==> config.mk <==
export PLATFORM = sky130hd
export DESIGN_NAME = fetch_unit
export DESIGN_NICKNAME = d
export VERILOG_FILES = /design/src/rtl/fetch_unit.sv
export SDC_FILE = /design/constraint.sdc
export NUM_CORES = 1
export LEC_CHECK = 0
export ABC_CLOCK_PERIOD_IN_PS = 2600
export CAP_MARGIN = 20
export CORE_MARGIN = 2
export CORE_UTILIZATION = 45
export CTS_CLUSTER_SIZE = 10
export DETAILED_ROUTE_END_ITERATION = 8
export PLACE_DENSITY = 0.8
export SYNTH_ARGS = -nofsm -noshare
export SYNTH_HDL_FRONTEND = slang
export SYNTH_SLANG_ARGS = --single-unit
==> constraint.sdc <==
create_clock -name clk -period 2.6 [get_ports clk]
set_clock_uncertainty 0.05 [all_clocks]
set_input_delay 0.52 -clock clk [delete_from_list [all_inputs] [get_ports clk]]
set_output_delay 0.52 -clock clk [all_outputs]
set_load 0.02 [all_outputs]
==> src/rtl/fetch_unit.sv <==
`default_nettype none
// ============================================================================
// Module      : fetch_unit
// Description : Instruction fetch stage. It owns the PC and the IF/ID register,
//               and handles stall, redirect/flush, PC wrap and HALT.
// Revision    : 1.0 - initial release
// ============================================================================
module fetch_unit #(
  parameter logic [15:0] RESET_PC    = 16'h0000,
  parameter logic [15:0] PC_STEP     = 16'd2,
  parameter logic [3:0]  HALT_OPCODE = 4'hF,
  parameter logic [15:0] NOP         = 16'h0000
) (
  input  logic        clk,
  input  logic        rst,
  input  logic        stall,
  input  logic        branch_taken,
  input  logic [15:0] branch_target,
  input  logic [15:0] instruction,
  output logic [15:0] pc,
  output logic [15:0] if_id_instruction,
  output logic [15:0] if_id_pc,
  output logic [15:0] if_id_pc_next,
  output logic        if_id_valid,
  output logic        halted,
  output logic [15:0] fetch_count
);

  typedef enum logic [0:0] {
    ST_RUN    = 1'b0,
    ST_HALTED = 1'b1
  } state_t;

  state_t      r_state;
  state_t      w_state_next;
  logic [15:0] r_pc;
  logic [15:0] r_instr;
  logic [15:0] r_if_pc;
  logic [15:0] r_if_pc_next;
  logic        r_valid;
  logic [15:0] r_count;

  logic [15:0] w_pc_next;
  logic [15:0] w_instr_next;
  logic [15:0] w_if_pc_next;
  logic [15:0] w_if_pc_next_next;
  logic        w_valid_next;
  logic [15:0] w_count_next;
  logic [15:0] w_pc_inc;

  assign w_pc_inc = r_pc + PC_STEP;

  always_ff @(posedge clk) begin
    if (rst) begin
      r_state <= ST_RUN;
    end else begin
      r_state <= w_state_next;
    end
  end

  // Priority: redirect > stall (RUN only) > halted hold > normal fetch
  always_comb begin
    w_state_next      = r_state;
    w_pc_next         = r_pc;
    w_instr_next      = r_instr;
    w_if_pc_next      = r_if_pc;
    w_if_pc_next_next = r_if_pc_next;
    w_valid_next      = r_valid;
    w_count_next      = r_count;
    if (branch_taken) begin
      w_pc_next    = branch_target;
      w_instr_next = NOP;
      w_valid_next = 1'b0;
      w_state_next = ST_RUN;
    end else if (stall && (r_state == ST_RUN)) begin
      w_state_next = ST_RUN;
    end else if (r_state == ST_HALTED) begin
      w_instr_next = NOP;
      w_valid_next = 1'b0;
    end else begin
      w_instr_next      = instruction;
      w_if_pc_next      = r_pc;
      w_if_pc_next_next = w_pc_inc;
      w_valid_next      = 1'b1;
      w_count_next      = r_count + 16'd1;
      w_pc_next         = w_pc_inc;
      if (instruction[15:12] == HALT_OPCODE) begin
        w_state_next = ST_HALTED;
      end
    end
  end

  always_ff @(posedge clk) begin
    if (rst) begin
      r_pc         <= RESET_PC;
      r_instr      <= NOP;
      r_if_pc      <= 16'h0000;
      r_if_pc_next <= 16'h0000;
      r_valid      <= 1'b0;
      r_count      <= 16'h0000;
    end else begin
      r_pc         <= w_pc_next;
      r_instr      <= w_instr_next;
      r_if_pc      <= w_if_pc_next;
      r_if_pc_next <= w_if_pc_next_next;
      r_valid      <= w_valid_next;
      r_count      <= w_count_next;
    end
  end

  assign pc                = r_pc;
  assign if_id_instruction = r_instr;
  assign if_id_pc          = r_if_pc;
  assign if_id_pc_next     = r_if_pc_next;
  assign if_id_valid       = r_valid;
  assign halted            = (r_state == ST_HALTED);
  assign fetch_count       = r_count;

endmodule
`default_nettype wire

==> results.md, run 1 <==
* Crit path largest cell delay at 580 ps
* Pwr dens at 538 nW/um2
* Grt ovf at 0
* Total core area at 7610 um2
* Crit-path cells: clkdlybuf4s50_1 > or3_1 > or4_4 > or3_1 > a21oi_1
* Yosys cell types at 40
* Worst Hold Class: flop to flop
* Die area at 8440 um2
* Dpl hpwl at 6500 um
* Clock Power Share at 34.5%
* Fin area at 4960 um2
* Post-synth EDFFs at 0
* CTS Root Cell: clkbuf_8
* Outcome: completed
* Max cap viols at 0
* Min Tclk post-route at 2250 ps
* Critical R2R Launch: pc[2]
* Type of the worst setup path: primary input to flop
* Wire per inst at 14.4 um
* Diode count at 0
* Synth Register Bits at around 80
* Post-CTS Hold Buffers at 0
* Share of cells above drive strength 1 at 7.14%
* Finished Core Util at between 60% and 70%
* Seq/Total Area, Yosys at 46.7%
* Clock Path Buffers at 2
* Starting density of the core at a little under half
* Worst-Margin Slew at 627 ps
* First-pass GRT wire length at approximately 15,000 um
* Final setup viols at 0
* Setup TNS at 0 ps
* Skew-Pair Late Insertion Delay at 340 ps
* Total nets after synthesis at about 440
* Worst-path clk slew at 80 ps
* Peak VDD IR at 0.000316 V
* Port Buffers at 117
* H-Tree Depth at 3
* Worst r2r dst: pc[5]
* Mean Syn Cell Area at 8.62 um2
* Total setup buffers inserted after CTS at 0
* DR pass1 iterations at 4
* Synthesized instance count at 403
* Routed via count at 3,265
* Critical Path Source Type: primary input
* Cell depth of the worst flop-to-flop path at 5
* Site Rows at 32
* Ys Warns at 0
* Post_cts resized at 0
* Total Wirelength at 8900 um
* Vias in the first global route at 3,184
* Worst EP required at 2810 ps
* Via density per instance at 5.27
* Die Height at 91.9 um
* Placed Area at 4770 um2
* Internal Power at 1.98 mW
* Max Clk Rate at 444 MHz
* CP most frequent cell: or3_1
* Worst Hold Path EP: if_id_valid
* Post-route clock period utilization at 86.6%
* Max transition margin at between 50% and 60%
* Die Width at 91.9 um
* Crit path DAT at ~2500 ps
* Initial antenna violation count at 0
* RSZ-0062 raised after global routing: no
* Final hold violation count at 0
* Antenna Nets Post-Route at 0
* Fin. max-slew vios at 0
* Crit Path Max Fanout at 5
* Number of nets at the end of the flow at 552
* CTS buffer count at 9
* Mapped Area at about 3500 um2
* # DRC at 0
* Part of the power in combinational logic at 15.0%
* IO Count at 118
* Area Growth Syn to Fin at 42.7%
* Post-synth ARST share at 0%
* Psw at 0.683 mW
* Final hold slack at 406 ps
* Sw frac at about a quarter
* Largest net degree at the start of global routing at 64
* GPL Wtd Cong at 0.804
* CTS tree: built
* P_leak at 1.81 nW
* Total track usage at 21.5%
* Clock sinks at 81
* Top_reg_cell synth: dfxtp_1
* CP endpoint kind: flop
* Worst hold path stage count at 2
* Sequential group share of total power at 50.4%
* Hold_sp: if_id_valid
* R2R setup slack at between 500 and 600 ps
* 1st-iter DRT viols at 139
* Slowest cell on the critical path: or4_4
-- power by group through the flow --
stage	clock [mW]	combinational [mW]	sequential, mW
4_1_cts	0.933	0.405	1.35
2_1_floorplan	0	0.163	1.41
3_5_place_dp	0	0.404	1.37
5_1_grt	0.993	0.434	1.35
3_3_place_gp	0	0.396	1.37
6_report	0.921	0.401	1.35
-- synth_stat cells, types with 4 or more instances --
library cell / n / area [um2]
a21oi_1: 37 / 185
nand2_1: 46 / 173
nor2_1: 48 / 180
xnor2_1: 17 / 149
nor3_1: 5 / 25.0
o21a_1: 8 / 60.1
and4_1: 4 / 35.0
o21ai_0: 5 / 25.0
a211oi_1: 11 / 82.6
clkbuf_1: 24 / 90.1
dfxtp_1: 81 / 1620
mux2i_1: 19 / 190
or3_1: 7 / 43.8
nand3_1: 12 / 60.1
xor2_1: 15 / 131
inv_1: 11 / 41.3
nand4_1: 12 / 75.1
-- logic make-up after synthesis --
logic type / share of synthesized area, %
buffers and inverters: 4.97
and+or+nand+nor: 21.3
DFF: 46.7
xor gates and xnor gates: 8.06
AOI/OAI and AO/OA: 12.5
muxes: 5.80
adders and majority gates: 0.720
-- worst max-delay path by stage --
stage	from	end	cells past startpoint	slack, ps
floorplan	stall	fetch_count[15]	6	360
global placement	branch_taken	fetch_count[15]	5	70
detailed placement	branch_taken	fetch_count[9]	6	30
CTS	branch_taken	fetch_count[9]	6	390
global route	pc[2]	pc[5]	5	260
finish	branch_taken	fetch_count[13]	5	350
-- sequential cells by signal (all words and copies together), names as in the netlist --
| signal | count |
|---|---|
| fetch_count | 16 |
| halted | 1 |
| if_id_instruction | 16 |
| if_id_pc | 16 |
| if_id_pc_next | 15 |
| if_id_valid | 1 |
| pc | 16 |
-- placed cells by master (no fill, tap or decap), types with 4 or more instances in the layout --
cell,synthesis,routed
a211oi_1,11,11
xor2_1,15,15
nor2_1,48,47
o21ai_0,5,5
inv_1,11,11
dfxtp_1,81,81
or3_1,7,7
a21oi_1,37,37
and4_1,4,4
mux2i_1,19,19
xnor2_1,17,17
clkdlybuf4s50_1,0,116
nand2_1,46,46
clkbuf_8,0,11
nand3_1,12,12
o21a_1,8,8
nor3_1,5,5
nand4_1,12,12
buf_4,2,14
-- cell type report --
| class | count | area, um2 |
|---|---|---|
| Tap cell | 102 | 128 |
| Clock inverter | 3 | 40.0 |
| Inverter | 11 | 41.3 |
| Sequential cell | 81 | 1620 |
| Clock buffer | 12 | 155 |
| Multi-Input combinational cell | 279 | 1680 |
| Timing Repair Buffer | 132 | 1290 |
| Fill cell | 653 | 2650 |
-- per-stage QoR --
step                      power [mW]  instances  setup slack (ps)
after floorplan                 1.58        403               361
after global placement          1.77        605              72.8
after detailed placement        1.78        605              32.6
after CTS                       2.68        620               389
after global routing            2.78        620               259
final                           2.67        620               347
-- metal layers --
layer	GRT usage (%)	vias up	wire length (um)
li1	-	1605	-
met1	26.0	1505	3690
met2	36.6	127	4330
met3	5.01	28	614
met4	9.58	0	264
met5	0	-	0
-- critical path: cells and delay by family --
| kind | cells | cell delay, ps |
|---|---|---|
| AOI/OAI and AO/OA | 1 | 200 |
| buffers and inverters | 1 | 410 |
| and+or+nand+nor | 3 | 1330 |
Power figures use the tool's default switching activity.
==> run 2, diff against run 1 <==
GPL_ROUTABILITY_DRIVEN = 0   (was not set)
MAX_ROUTING_LAYER = met4   (was not set)
SETUP_SLACK_MARGIN = 0.02   (was not set)
==> results.md, run 2 (synthesized netlist as in run 1, its figures left out) <==
* Wire per inst at 14.4 um
* CTS Root Cell: clkbuf_8
* Clock Power Share at 34.5%
* Skew-Pair Late Insertion Delay at 340 ps
* CP endpoint kind: flop
* Crit-path cells: clkdlybuf4s50_1 > or3_1 > or4_4 > or3_1 > a21oi_1
* Crit path DAT at 2450 ps
* Initial antenna violation count at 0
* Internal Power at 1.98 mW
* CP most frequent cell: or3_1
* CTS buffer count at 9
* Part of the power in combinational logic at 15.0%
* Die Width at 91.9 um
* Fin area at 4960 um2
* Worst path buffer plus inverter count at 1
* Total track usage at 22.2%
* Sw frac at roughly a quarter
* Most common cell after layout, fill and taps aside: clkdlybuf4s50_1
* Total core area at ~7600 um2
* Site Rows at 32
* Sequential group share of total power at between 50% and 60%
* Area Growth Syn to Fin at 42.7%
* Worst hold path stage count at 2
* Clock Path Buffers at 2
* Port Buffers at 117
* Max cap viols at 0
* H-Tree Depth at 3
* Slowest cell on the critical path: or4_4
* P_leak at approximately 1.8 nW
* Number of nets at the end of the flow at 552
* Dpl cells at slightly above 600
* Post-CTS Hold Buffers at 0
* Crit path largest cell delay at 580 ps
* Total Wirelength at approximately 8900 um
* Placed Area at 4770 um2
* Max transition margin at 58.3%
* Most frequent cells in the layout: 116 x clkdlybuf4s50_1, 81 x dfxtp_1, 47 x nor2_1
* CTS tree: built
* Peak VDD IR at approximately 0.00032 V
* Cell depth of the worst flop-to-flop path at 5
* Final hold violation count at 0
* Total setup buffers inserted after CTS at 0
* 1st-iter DRT viols at 153
* Finished Core Util at around two thirds
* Psw at slightly below 0.7 mW
* Die Height at 91.9 um
* Worst-Margin Slew at 625 ps
* Grt ovf at 0
* RSZ-0062 raised after global routing: no
* Worst EP required at 2810 ps
* Vias in the first global route at 3,176
* Type of the worst setup path: primary input to flop
* Largest delay share family, worst path: simple AND/OR/NAND/NOR gates
* Final hold slack at 406 ps
* Clock sinks at 81
* Share of cells above drive strength 1 at 7.14%
* Final setup viols at 0
* Largest net degree at the start of global routing at 64
* Via density per instance at 5.25
* Non-Filler Instances at 620
* Outcome: completed
* First-pass GRT wire length at around 15,000 um
* Critical Path Stages at 5
* # DRC at 0
* Dpl hpwl at 6500 um
* Min Tclk post-route at 2250 ps
* Max Clk Rate at 445 MHz
* Starting density of the core at between 40% and 50%
* Routed via count at 3,257
* Fin. max-slew vios at 0
* Worst Hold Class: flop to flop
* Worst-path clk slew at 80 ps
* Post_cts resized at 0
* Pwr dens at 537 nW/um2
* Crit Path Max Fanout at 5
* Post-route clock period utilization at 86.5%
* DR pass1 iterations at 4
* Die area at 8440 um2
* Critical Path Source Type: primary input
* Diode count at 0
* IO Count at 118
* Antenna Nets Post-Route at 0
* Setup TNS at 0 ps
run 2: cell counts in the layout (fill, tap and decap cells not counted):
Identical to the previous run, type by type.
run 2: final timing paths:
kind                     start         endpoint  slack [ps]
setup reg to reg         pc[2]            pc[5]         500
hold reg to reg    if_id_valid      if_id_valid         410
hold / removal     if_id_valid      if_id_valid         410
setup / recovery  branch_taken  fetch_count[13]         350
run 2: per-stage QoR:
stage               power [mW]  worst slack, ps
floorplan                 1.58              361
global placement          1.77             72.8
detailed placement        1.78             32.6
CTS                       2.68              389
global route              2.78              259
finish                    2.67              352
run 2: final cells by class:
| cell class | count | area (um2) |
|---|---|---|
| sequential | 81 | 1620 |
| tap | 102 | 128 |
| clock buffer | 12 | 155 |
| fill | 653 | 2650 |
| inverter | 11 | 41.3 |
| clock inverter | 3 | 40.0 |
| multi-input combinational | 279 | 1680 |
| timing repair buffer | 132 | 1290 |
run 2: worst reg2reg max path, stage by stage (launching register included):
cell and delay [ps]:
dfxtp_1 530, ha_1 460, nor3b_1 480, nand3_1 160
xnor2_1 160, o21a_1 170
run 2: layer usage:
metal / part of all wire [%] / wire length, um / GRT usage, %
met1: 43 / 3790 / 26.7
met5: 0 / 0 / -
met2: 49 / 4360 / 36.6
met3: 5.6 / 498 / 3.94
met4: 2.9 / 254 / 9.58
run 2: power groups by stage:
stage                     sequential, mW  clock [mW]  combinational [mW]
after floorplan                     1.41           0               0.163
after global placement              1.37           0               0.396
after detailed placement            1.37           0               0.404
after CTS                           1.35       0.933               0.405
after global routing                1.35       0.993               0.434
final                               1.35       0.919               0.401
==> run 3, diff against run 2 <==
ABC_CLOCK_PERIOD_IN_PS = 2100   (was 2600)
GPL_TIMING_DRIVEN = 1   (was not set)
clock period = 2.1 ns   (was 2.6 ns; I/O delays follow)
==> results.md, run 3 (synthesized netlist as in run 1, its figures left out) <==
* Skew-Pair Late Insertion Delay at about 350 ps
* Worst Hold Class: primary input to flop
* Dpl hpwl at 6630 um
* Vias in the first global route at 3,183
* Final hold violation count at 0
* Non-Filler Instances at 631
* Number of nets at the end of the flow at approximately 560
* Max cap viols at 0
* Fin. max-slew vios at 0
* Dpl cells at 615
* Diode count at 0
* Die area at approximately 8400 um2
* Worst-path clk slew at 90 ps
* # DRC at 0
* CTS Root Cell: clkbuf_8
* Total core area at 7610 um2
* CP endpoint kind: primary output
* IO Count at 118
* CTS buffer count at 9
* Most common cell after layout, fill and taps aside: clkdlybuf4s50_1
* Final setup viols at 0
* Worst path buffer plus inverter count at 1
* Most frequent cells in the layout: 114 x clkdlybuf4s50_1, 80 x dfxtp_1, 47 x nor2_1
* Largest delay share family, worst path: buffers and inverters
* Hold_sp: rst
* Cell depth of the worst flop-to-flop path at 4
* Starting density of the core at 45.7%
* Worst EP required at 1630 ps
* Final hold slack at approximately 240 ps
* Worst hold path stage count at 2
* Pwr dens at 662 nW/um2
* First-pass GRT wire length at between 15,000 and 20,000 um
* Total setup buffers inserted after CTS at 0
* P_leak at 1.90 nW
* Crit-path cells: clkdlybuf4s50_1
* Initial antenna violation count at 0
* 1st-iter DRT viols at 140
* Wire per inst at around 15 um
* Peak VDD IR at 0.000520 V
* Outcome: completed
* DR pass1 iterations at 7
* Routed via count at 3,255
* Largest net degree at the start of global routing at 35
* Antenna Nets Post-Route at 0
* Crit path DAT at ~1600 ps
* Min Tclk post-route at 2020 ps
* Total track usage at 22.7%
* Worst r2r dst: fetch_count[15]
* Type of the worst setup path: flop to primary output
* Worst Hold Path EP: fetch_count[4]
* RSZ-0062 raised after global routing: no
* Max transition margin at between 70% and 80%
* Via density per instance at 5.16
* Critical Path Source Type: flop
* Slowest cell on the critical path: clkdlybuf4s50_1
* Share of cells above drive strength 1 at 10.2%
* Worst-Margin Slew at roughly 340 ps
* Post_cts resized at 0
* Fillers at between 600 and 700
* H-Tree Depth at 3
* Crit Path Max Fanout at 9
* Clock Path Buffers at 2
* Area Growth Syn to Fin at 46.5%
* Site Rows at 32
* Critical R2R Launch: halted
* Setup TNS at 0 ps
* Die Height at 91.9 um
* Grt ovf at 0
* Post-CTS Hold Buffers at 0
* Max Clk Rate at 495 MHz
* Critical Path Stages at 1
* Post-route clock period utilization at 96.2%
* Die Width at 91.9 um
* Crit path largest cell delay at a little under 700 ps
* Clock sinks at 81
* R2R setup slack at 190 ps
* Total Wirelength at 9180 um
* CTS tree: built
* Port Buffers at 117
run 3: cell count changes in the layout (fill, tap and decap cells not counted), moves of 2 or more:
cell             change
buf_4                +9
clkdlybuf4s50_1      -2
clkinv_2             -2
clkinv_4             +3
dlymetal6s2s_1       +2
or3_1                -2
or3_4                +2
run 3: worst max path at each step:
stage            startpoint         endpoint
2_1_floorplan         stall  fetch_count[15]
3_3_place_gp   branch_taken   fetch_count[9]
3_5_place_dp   branch_taken   fetch_count[9]
4_1_cts        branch_taken  fetch_count[15]
5_1_grt               pc[5]            pc[5]
6_report              pc[4]            pc[4]
run 3: per-stage QoR:
step	setup WS (ps)	instance area, um2	util [%]	total power [mW]
6_report	80.0	5090	66.9	3.37
5_1_grt	38.2	5090	66.9	3.50
3_3_place_gp	-271	4840	63.6	2.20
4_1_cts	26.9	5060	66.5	3.38
2_1_floorplan	9.71	3480	-	1.95
3_5_place_dp	-295	4840	63.6	2.21
run 3: area by class of cell:
type	count	area [um2]	area share, %
Clock inverter	5	63.8	1.25
Inverter	11	41.3	0.811
Clock buffer	11	151	2.97
Tap cell	102	128	2.51
Sequential cell	81	1620	31.9
Timing Repair Buffer	142	1380	27.0
Multi-Input combinational cell	279	1710	33.6
run 3: routing by layer:
metal	vias up	GRT usage, %	part of all wire [%]
met5	-	-	0
met1	1528	27.2	42
met3	11	3.94	5.0
li1	1624	-	-
met4	0	8.71	1.4
met2	92	38.4	51
run 3: power breakdown:
part           leakage, nW  internal, mW  switching [mW]
logic                 1.13         0.264           0.251
clock network        0.106         0.620           0.574
registers            0.662          1.60          0.0633
total                 1.90          2.48           0.889
